## src/rtl/panda_lsu.sv

```systemverilog
// panda_lsu: single-port load/store unit in front of a 32-bit word RAM.
// Handles byte/half/word loads and stores, including sign/zero extension
// and lane steering of store data and byte enables.
// Optional feature: define PANDA_LSU_MISALIGNED_EN to split accesses that
// cross a word boundary into two RAM beats. Without it they are errors.
module panda_lsu #(
  parameter int Depth = 64,
  localparam int AW = $clog2(Depth)
) (
  input  logic          clk_i,
  input  logic          rst_i,
  input  logic          req_valid_i,
  output logic          req_ready_o,
  input  logic          req_we_i,
  input  logic [1:0]    req_size_i,
  input  logic          req_unsigned_i,
  input  logic [31:0]   req_addr_i,
  input  logic [31:0]   req_wdata_i,
  output logic          rsp_valid_o,
  output logic [31:0]   rsp_rdata_o,
  output logic          rsp_err_o,
  output logic          ram_ce_o,
  output logic [3:0]    ram_we_o,
  output logic [AW-1:0] ram_addr_o,
  output logic [31:0]   ram_data_o,
  input  logic [31:0]   ram_data_i
);

`ifdef PANDA_LSU_MISALIGNED_EN
  typedef enum logic [1:0] {IDLE, RD1, RD2, WR2} state_t;
`else
  typedef enum logic [0:0] {IDLE, RD1} state_t;
`endif

  state_t state, state_n;

  // captured request attributes
  logic [1:0]    off_q;
  logic [1:0]    size_q;
  logic          uns_q;
`ifdef PANDA_LSU_MISALIGNED_EN
  logic [AW-1:0] w_q;
  logic          misal_q;
  logic [3:0]    b2_we;
  logic [31:0]   b2_data;
  logic [31:0]   lo_q;
`endif

  // next response values
  logic          rsp_v_n, rsp_e_n;
  logic [31:0]   rsp_d_n;

  // request decode (used only in the accept cycle)
  logic          accept;
  logic [3:0]    smask;
  logic [7:0]    m8;
  logic [31:0]   lane_lo;
  logic [AW-1:0] w;
  logic          oor, misal, err;

  assign req_ready_o = (state == IDLE) & ~rst_i;
  assign accept      = req_valid_i & req_ready_o;
  assign w           = req_addr_i[AW+1:2];
  assign oor         = |(req_addr_i >> (AW + 2));
  assign m8          = {4'b0000, smask} << req_addr_i[1:0];
  assign misal       = |m8[7:4];

`ifdef PANDA_LSU_MISALIGNED_EN
  logic [63:0] wide;
  logic [31:0] lane_hi;
  assign wide    = {32'b0, req_wdata_i} << {req_addr_i[1:0], 3'b000};
  assign lane_lo = wide[31:0];
  assign lane_hi = wide[63:32];
  // the second word of a split access would fall off the end of the RAM
  assign err     = (req_size_i == 2'b11) | oor | (misal & (&w));
`else
  assign lane_lo = req_wdata_i << {req_addr_i[1:0], 3'b000};
  assign err     = (req_size_i == 2'b11) | oor | misal;
`endif

  // byte-enable pattern for the access size before lane shifting
  always_comb begin
    case (req_size_i)
      2'b00:   smask = 4'b0001;
      2'b01:   smask = 4'b0011;
      2'b10:   smask = 4'b1111;
      default: smask = 4'b0000;
    endcase
  end

  // shift the two-word window down to the access offset, then extend
  function automatic logic [31:0] fmt(input logic [63:0] d, input logic [1:0] o,
                                      input logic [1:0] sz, input logic u);
    logic [31:0] s;
    s = 32'(d >> {o, 3'b000});
    case (sz)
      2'b00:   fmt = u ? {24'b0, s[7:0]}  : {{24{s[7]}}, s[7:0]};
      2'b01:   fmt = u ? {16'b0, s[15:0]} : {{16{s[15]}}, s[15:0]};
      default: fmt = s;
    endcase
  endfunction

  // next state, RAM beat and response
  always_comb begin
    state_n    = state;
    ram_ce_o   = 1'b0;
    ram_we_o   = 4'b0000;
    ram_addr_o = '0;
    ram_data_o = 32'b0;
    rsp_v_n    = 1'b0;
    rsp_e_n    = 1'b0;
    rsp_d_n    = 32'b0;
    case (state)
      IDLE: begin
        if (accept) begin
          if (err) begin
            rsp_v_n = 1'b1;
            rsp_e_n = 1'b1;
          end else begin
            ram_ce_o   = 1'b1;
            ram_addr_o = w;
            if (req_we_i) begin
              ram_we_o   = m8[3:0];
              ram_data_o = lane_lo;
`ifdef PANDA_LSU_MISALIGNED_EN
              if (misal) state_n = WR2;
              else       rsp_v_n = 1'b1;
`else
              rsp_v_n = 1'b1;
`endif
            end else begin
              state_n = RD1;
            end
          end
        end
      end
      RD1: begin
`ifdef PANDA_LSU_MISALIGNED_EN
        if (misal_q) begin
          ram_ce_o   = 1'b1;
          ram_addr_o = w_q + AW'(1);
          state_n    = RD2;
        end else
`endif
        begin
          rsp_v_n = 1'b1;
          rsp_d_n = fmt({32'b0, ram_data_i}, off_q, size_q, uns_q);
          state_n = IDLE;
        end
      end
`ifdef PANDA_LSU_MISALIGNED_EN
      RD2: begin
        rsp_v_n = 1'b1;
        rsp_d_n = fmt({ram_data_i, lo_q}, off_q, size_q, uns_q);
        state_n = IDLE;
      end
      WR2: begin
        ram_ce_o   = 1'b1;
        ram_addr_o = w_q + AW'(1);
        ram_we_o   = b2_we;
        ram_data_o = b2_data;
        rsp_v_n    = 1'b1;
        state_n    = IDLE;
      end
`endif
      default: state_n = IDLE;
    endcase
  end

  // state register
  always_ff @(posedge clk_i or posedge rst_i) begin
    if (rst_i) state <= IDLE;
    else       state <= state_n;
  end

  // capture request attributes on accept, and the low word of a split load
  always_ff @(posedge clk_i or posedge rst_i) begin
    if (rst_i) begin
      off_q   <= 2'b0;
      size_q  <= 2'b0;
      uns_q   <= 1'b0;
`ifdef PANDA_LSU_MISALIGNED_EN
      w_q     <= '0;
      misal_q <= 1'b0;
      b2_we   <= 4'b0;
      b2_data <= 32'b0;
      lo_q    <= 32'b0;
`endif
    end else begin
      if (accept) begin
        off_q   <= req_addr_i[1:0];
        size_q  <= req_size_i;
        uns_q   <= req_unsigned_i;
`ifdef PANDA_LSU_MISALIGNED_EN
        w_q     <= w;
        misal_q <= misal;
        b2_we   <= req_we_i ? m8[7:4] : 4'b0;
        b2_data <= req_we_i ? lane_hi : 32'b0;
`endif
      end
`ifdef PANDA_LSU_MISALIGNED_EN
      if (state == RD1) lo_q <= ram_data_i;
`endif
    end
  end

  // registered response; data and error are zero whenever valid is low
  always_ff @(posedge clk_i or posedge rst_i) begin
    if (rst_i) begin
      rsp_valid_o <= 1'b0;
      rsp_rdata_o <= 32'b0;
      rsp_err_o   <= 1'b0;
    end else begin
      rsp_valid_o <= rsp_v_n;
      rsp_rdata_o <= rsp_d_n;
      rsp_err_o   <= rsp_e_n;
    end
  end

endmodule

```

## config.mk

```make
export PLATFORM = sky130hd
export DESIGN_NAME = panda_lsu
export DESIGN_NICKNAME = d
export VERILOG_FILES = /design/src/rtl/panda_lsu.sv
export SDC_FILE = /design/constraint.sdc
export NUM_CORES = 1
export LEC_CHECK = 0
export ABC_AREA = 0
export BUFFER_PORTS_ARGS = -buffer_cell sky130_fd_sc_hd__buf_2
export CORE_UTILIZATION = 40
export DETAILED_ROUTE_END_ITERATION = 8
export PLACE_DENSITY_LB_ADDON = 0.25
export SLEW_MARGIN = 30
export SYNTH_ARGS = -nofsm -noshare
export SYNTH_HDL_FRONTEND = slang
export SYNTH_SLANG_ARGS = --single-unit
```

## constraint.sdc

```tcl
create_clock -name clk_i -period 4.66 [get_ports clk_i]
set_input_delay 0.466 -clock clk_i [delete_from_list [all_inputs] [get_ports clk_i]]
set_output_delay 0.466 -clock clk_i [all_outputs]
set_load 0.02 [all_outputs]
```

======== Yosys cells after proc, flatten, opt, wreduce, memory -nomap -nowiden ========
Cells that the tools add are included.
operators by class
  div/mod/pow operators ................... 0
  reductions and logical operators ........ 4
  mux-type cells .......................... 30
  add/sub/neg operators ................... 0
  equal/unequal tests ..................... 4
  $mul .................................... 0
  shift operators ......................... 3
  magnitude comparators ................... 0
  bitwise gates (word level) .............. 6
operators by type and width
  operator                                        number
  two-way mux 32 bit                              7
  case mux 32 bit (2 select lines)                1
  left shift 32 x 5 -> 32 bit                     1
  right shift 32 x 5 -> 32 bit                    1
  OR reduction 24 bit                             1
  two-way mux 6 bit                               3
  two-way mux 4 bit                               4
  two-way mux 1 bit                               12
  case mux 4 bit (3 select lines)                 1
  left shift 4 x 2 -> 8 bit                       1
  == test 2 x 1 -> 1 bit (second input constant)  2
  == test 2 bit (second input constant)           2
  zero test 2 bit                                 2
  case mux 1 bit (2 select lines)                 2
  OR reduction 4 bit                              1
  AND 1 bit                                       2
  NOT 1 bit                                       2
  OR 1 bit                                        2
storage, ports and cells
  latch bits .............................. 0
  input bits .............................. 103
  memories ................................ 0
  register bits ........................... 40
  bits in read-only memories .............. 0
  memory bits (writable) .................. 0

======== Longest topological paths before layout ========
Gate-level depths: netlist of run 1.
  depth in word-level cells ............... 8
  gate-level depth with buffers ........... 8

======== Worst setup path after synthesis of run 1 ========
Ideal clock, no wire load.
  path kind ............................... input port to output port
  from .................................... in req_size_i[0]
  to ...................................... out ram_data_o[30]
  stages on the path ...................... 6
  arrival time ............................ 2270 ps
  required time ........................... 4194 ps
  buffers on the path ..................... 1
  path slack .............................. 1924 ps
  cell sequence ........................... ha_1 nor3_1 and4_1 buf_4 nand3_1 a2111oi_0
between the ends
  word-level cells in the longest chain between the ends .. 8
  elaborated cells on any way between the ends .. 12
  classes of those cells .................. 3 x eq/ne; 1 x shift; 4 x mux; 2 x bitwise; 2 x reduce/logical
RTL lines
  what                                         line  RTL
  start, declared                              15    input logic [1:0] req_size_i,
  == test 2 bit, or another cell as far along  83    case (req_size_i)
  case mux 4 bit (3 select lines)              83
  left shift 4 x 2 -> 8 bit                    65    assign m8 = {4'b0000, smask} << req_addr_i[1:0];
  OR reduction 4 bit                           66    assign misal = |m8[7:4];
  OR 1 bit *                                   78    assign err = (req_size_i == 2'b11) | oor | misal;
  two-way mux 32 bit *                         116   if (err) begin
  two-way mux 32 bit *                         115   if (accept) begin
  two-way mux 32 bit *                         113   case (state)
  end, declared                                25    output logic [31:0] ram_data_o,
Mark *: on every way between the ends. The rest lies on a longest branch, timed or not.

======== Final worst setup path of run 1 ========
  from .................................... reg state
  to ...................................... out ram_data_o[28]
between the ends
  word-level cells in the longest chain between the ends .. 5
RTL lines
  what                    line  RTL
  start, declared         35    state_t state, state_n;
  start signal, assigned  173   else state <= state_n;
  NOT 1 bit               --
  AND 1 bit               61    assign req_ready_o = (state == IDLE) & ~rst_i;
  AND 1 bit               62    assign accept = req_valid_i & req_ready_o;
  two-way mux 32 bit      115
  two-way mux 32 bit *    113
Marks and branches as above.

==> results of run 1 <==
-- critical path: stages, from the launching register on --
cell	delay, ns
dfrtp_1	0.65
nor3b_4	0.54
nand2_2	0.12
nand4b_4	0.33
a211oi_1	0.27
buf_2	0.21
-- worst paths after layout --
check	start	to	slack, ns	depth (start not counted)
max in group asynchronous	rst_i	rsp_rdata_o[26]$_DFF_PP0_	3.99	3
worst min register to register	off_q[0]$_DFFE_PP0P_	off_q[0]$_DFFE_PP0P_	0.52	1
worst min-delay path	rst_i	rsp_valid_o$_DFF_PP0_	0.33	3
worst max-delay path	state$_DFF_PP0_	ram_data_o[28]	1.75	5
min in group clk_i	req_we_i	state$_DFF_PP0_	0.39	2
worst max register to register	off_q[1]$_DFFE_PP0P_	rsp_rdata_o[22]$_DFF_PP0_	2.22	4
-- final cells by class --
cell class,instances,area (µm²),share of cell area
well taps,96,120,0.0311
clock inverters,3,42.5,0.0110
multi-input cells,238,1640,0.425
inverters,18,67.6,0.0175
repair buffers,182,918,0.238
flip-flops and latches,40,1000,0.259
clock buffers,5,68.8,0.0178
-- cell usage in the layout, fill, tap and decap left out, types with 2 or more instances in the layout --
| master | synthesis | final |
|---|---|---|
| inv_1 | 18 | 18 |
| nor3_1 | 2 | 2 |
| o211a_1 | 7 | 7 |
| nand3b_1 | 3 | 3 |
| mux2i_1 | 37 | 37 |
| a21boi_0 | 8 | 8 |
| and2_0 | 2 | 2 |
| and4_1 | 2 | 2 |
| ha_1 | 2 | 2 |
| clkbuf_8 | 0 | 5 |
| o21ai_0 | 18 | 18 |
| and2_1 | 6 | 6 |
| buf_4 | 4 | 3 |
| nor3b_1 | 2 | 2 |
| nand2_1 | 27 | 27 |
| a211oi_1 | 14 | 14 |
| nor4_1 | 12 | 12 |
| nor2b_1 | 10 | 10 |
| nor2_1 | 47 | 47 |
| a21oi_1 | 9 | 9 |
| dfrtp_1 | 40 | 40 |
| mux2_2 | 11 | 11 |
| buf_2 | 8 | 179 |
-- power by group through the flow --
stage / clock, mW / sequential [mW] / combinational [mW]
3_5_place_dp: 0 / 0.375 / 0.207
6_report: 0.282 / 0.369 / 0.208
4_1_cts: 0.285 / 0.368 / 0.208
2_1_floorplan: 0 / 0.366 / 0.142
5_1_grt: 0.301 / 0.370 / 0.229
3_3_place_gp: 0 / 0.375 / 0.201
-- flip-flops by register name, indices dropped and copies added (netlist names) --
signal	flops
rsp_rdata_o	32
off_q	2
size_q	2
rsp_err_o	1
rsp_valid_o	1
state	1
uns_q	1
-- cell usage after synthesis, types with 7 or more instances --
cell type,count
mux2_2,11
clkbuf_1,7
o211a_1,7
nor4_1,12
a21boi_0,8
nor2_1,47
a211oi_1,14
buf_2,8
dfrtp_1,40
a21oi_1,9
nor2b_1,10
inv_1,18
o21ai_0,18
mux2i_1,37
nand2_1,27
-- metal layers --
metal / global-route usage / vias to the layer above
li1: - / 1445
met2: 0.364 / 140
met3: 0.0448 / 14
met1: 0.255 / 1344
met5: 0 / -
met4: 0.0606 / 0
-- cell families (layout without fill, tap and decap cells) --
family / after synthesis / after routing / synth area share
AOI/OAI and AO/OA: 62 / 62 / 0.150
adders and majority gates: 2 / 2 / 0.00882
buffers and inverters: 42 / 208 / 0.0697
DFF: 40 / 40 / 0.353
muxes: 48 / 48 / 0.174
and+or+nand+nor: 126 / 126 / 0.244
-- metrics by stage --
stage | instances | cell area, µm²
2_1_floorplan | 320 | 2840
3_5_place_dp | 574 | 3740
6_report | 582 | 3860
4_1_cts | 582 | 3850
5_1_grt | 582 | 3860
3_3_place_gp | 574 | 3740
==> impl_metrics.json, run 1 <==
{
  "status": "complete, no violations",
  "p_leak_nw": 2.27,
  "ctsResizeCount": 0,
  "clkLatencyLatePin_ns": 0.29,
  "cts_tree": "built",
  "wl_per_cell_um": 13.9,
  "yosys-top-cells-area": "dfrtp_1, mux2i_1, nor2_1",
  "cts_setup_buffers": 0,
  "numCtsBuffers": 5,
  "syn_to_final_growth_pct": 35.9,
  "grt_antenna_before_repair": 0,
  "swShare": 0.290,
  "drt_iter0_markers": 111,
  "clockBufferDepth": 2,
  "synthFlopType": "dfrtp_1",
  "p_switching_uw": 249,
  "yosys.area.top_type": "dfrtp_1",
  "pin_count": 181,
  "worstPathArrival_ns": 2.44,
  "hp-class": "in2async",
  "drc_errors": 0,
  "cp.required_ns": 4.19,
  "h-tree-depth": 2,
  "dieWidth_um": 86.2,
  "grt_max_degree": 48,
  "met3_length_um": 537,
  "portBuffers": 180,
  "maxSlewHeadroom": 0.402,
  "clock-root-buffer": "clkbuf_8",
  "core_um2": 6830,
  "pwr-share-seq": 0.429,
  "vias": 2943,
  "synthesis.nets": 425,
  "ys_async_sr_fraction": 1.00,
  "vias_per_cell": 5.06,
  "gp_congestion": 0.850,
  "final.min_clock_period_ns": 2.91,
  "cts_hold_buf": 0,
  "rsz0062_at_grt": "false",
  "synth_area_um2": 2840,
  "wl_met1_um": 3440,
  "p_clk_frac": 0.328,
  "top_layer_used": "met4",
  "diodes": 0,
  "worst-slew-pin-transition_ns": 0.898,
  "syn_avg_cell_area_um2": 8.87,
  "power.density_nw_per_um2": 223,
  "clk_pin_slew_ns": 0.08,
  "final_layout_size_suffix_gt1_frac": 0.440,
  "synth_seq_area_share": 0.353,
  "netlist_instances": 320,
  "die_area_um2": 7430,
  "endpoint_kind": "output pin",
  "globalRouteTotalUtil": 0.207,
  "antenna_left": 0,
  "hpwl_um": 6090,
  "crit_fanout": 23,
  "nNetsFinal": 590,
  "combPwrFrac": 0.243,
  "synth_edf_count": 0,
  "finalCritPeriodShare": 0.623,
  "ir_drop_uv": 114,
  "fin_setup_tns_ns": 0,
  "critPathLaunchType": "flip-flop",
  "cts_sinks": 40,
  "setup_viol": 0,
  "fmax_ghz": 0.344,
  "grt_pass1_wl_um": 12300,
  "utilization": 0.565,
  "synth_cell_types": 44,
  "drv_slew": 0,
  "ys_ff_latch": 40,
  "fillers": 680,
  "drt_wl_total_um": 8070,
  "grt_pass1_vias": 2661,
  "num_rows": 30,
  "synth_warnings": 0,
  "worst-setup-path-type": "reg2out",
  "die_h_um": 86.2,
  "final_hold_viol_count": 0,
  "route.met2.wl_um": 3930,
  "fin_skew_ns": 0.00491,
  "dr.pass1.iters": 4,
  "p_int_uw": 610,
  "power_uw": 859,
  "hold_ws_ns": 0.327,
  "grt-ovfl-total": 0,
  "setup_ws_ns": 1.75,
  "synth_top_area_share": 0.353,
  "dpl_worst_slack_ns": 1.77,
  "initial_core_util": 0.415,
  "cap_violations": 0
}
Power figures use the tool's default switching activity.
==> run 2, diff against run 1 <==
- clock period: 4.66 -> 2.9 ns (I/O delays scaled with it)
==> impl_metrics.json, run 2 (synthesis gave the netlist of run 1 again) <==
{
  "vias_per_cell": 5.01,
  "final_common_cell": "buf_2",
  "syn_to_final_growth_pct": 36.4,
  "wl_per_cell_um": 13.7,
  "rsz0062_at_grt": "false",
  "critPathLaunchType": "flip-flop",
  "nNetsFinal": 595,
  "dieWidth_um": 86.2,
  "h-tree-depth": 2,
  "finalCritPeriodShare": 0.826,
  "cts_setup_buffers": 0,
  "largest_reg_flops": 32,
  "p_leak_nw": 2.29,
  "endpoint_kind": "output pin",
  "worst-slew-pin-transition_ns": 0.644,
  "fin_skew_ns": 0.00382,
  "cts_sinks": 40,
  "status": "complete, no violations",
  "clk_pin_slew_ns": 0.07,
  "die_area_um2": 7430,
  "drc_errors": 0,
  "cp.required_ns": 2.61,
  "final-seq-area_um2": 1000,
  "clock-root-buffer": "clkbuf_8",
  "initial_core_util": 0.415,
  "maxSlewHeadroom": 0.570,
  "diodes": 0,
  "final.min_clock_period_ns": 2.40,
  "largestRegisters": "rsp_rdata_o x32, off_q x2, size_q x2",
  "grt_pass1_vias": 2735,
  "die_h_um": 86.2,
  "grt_max_degree": 27,
  "ir_drop_uv": 141,
  "drt_wl_total_um": 8050,
  "numCtsBuffers": 5,
  "antenna_left": 0,
  "clkLatencyLatePin_ns": 0.29,
  "grt_antenna_before_repair": 0,
  "cts_tree": "built",
  "fmax_ghz": 0.417,
  "clockBufferDepth": 2,
  "grt_pass1_wl_um": 12700,
  "worstPathArrival_ns": 2.11,
  "ctsResizeCount": 0,
  "cts_hold_buf": 0,
  "hpwl_um": 6350,
  "top_register": "rsp_rdata_o",
  "globalRouteTotalUtil": 0.216,
  "grt-ovfl-total": 0,
  "final_layout_size_suffix_gt1_frac": 0.442,
  "dr.pass1.iters": 4,
  "setup_viol": 0,
  "core_um2": 6830,
  "layout_common_cells": "buf_2, nor2_1, dfrtp_1, mux2i_1, nand2_1",
  "worst-setup-path-type": "reg2out",
  "multi_input_area_um2": 1640,
  "dpl_worst_slack_ns": 0.605,
  "num_rows": 30,
  "drv_slew": 0,
  "vias": 2942,
  "crit_fanout": 9,
  "final_hold_viol_count": 0,
  "fillers": 658,
  "portBuffers": 180,
  "gp_congestion": 0.816,
  "cap_violations": 0,
  "setup_ws_ns": 0.504,
  "drt_iter0_markers": 85,
  "fin_setup_tns_ns": 0,
  "hp-class": "in2async",
  "power.density_nw_per_um2": 336,
  "pin_count": 181
}
run 2: power breakdown:
group	switching, mW	internal [mW]
registers	0.0235	0.569
clock network	0.177	0.194
logic	0.177	0.160
total	0.378	0.923
run 2: final cells by class:
cell class,instances,area share
Clock buffer,8,0.0233
Sequential cell,40,0.259
Inverter,18,0.0175
Multi-Input combinational cell,238,0.423
Tap cell,96,0.0310
Timing Repair Buffer,187,0.246
run 2: worst paths after layout:
path	cells after the start	end	start	slack, ns
worst max-delay path	5	ram_data_o[14]	state$_DFF_PP0_	0.50
worst min-delay path	2	size_q[0]$_DFFE_PP0P_	rst_i	0.09
worst max register to register	4	rsp_rdata_o[23]$_DFF_PP0_	off_q[1]$_DFFE_PP0P_	0.94
worst min register to register	1	uns_q$_DFFE_PP0P_	uns_q$_DFFE_PP0P_	0.57
max in group asynchronous	3	rsp_rdata_o[19]$_DFF_PP0_	rst_i	2.07
min in group clk_i	2	state$_DFF_PP0_	req_we_i	0.20
run 2: worst max-delay path, cell delays in order, from the launching register on:
cell	delay (ns)
dfrtp_1	0.43
or3b_2	0.54
nor2_1	0.15
nand4_2	0.30
nor2_1	0.20
buf_2	0.19
run 2: stage by stage:
stage | std cells | hold WS (ns) | util | cell area (µm²) | power, mW
after CTS | 587 | 0.108 | 0.567 | 3870 | 1.31
after floorplan | 320 | 0.356 | - | 2840 | 0.817
after global placement | 579 | 0.422 | 0.553 | 3780 | 0.931
final | 587 | 0.0930 | 0.567 | 3870 | 1.30
after global routing | 587 | 0.148 | 0.567 | 3870 | 1.38
after detailed placement | 579 | 0.420 | 0.553 | 3780 | 0.939
run 2: layer usage:
metal	part of all wire	up-vias	track usage
met5	0	-	0
met4	0.027	0	0.0879
met3	0.078	21	0.0638
met2	0.48	130	0.374
met1	0.41	1331	0.251
li1	-	1460	-
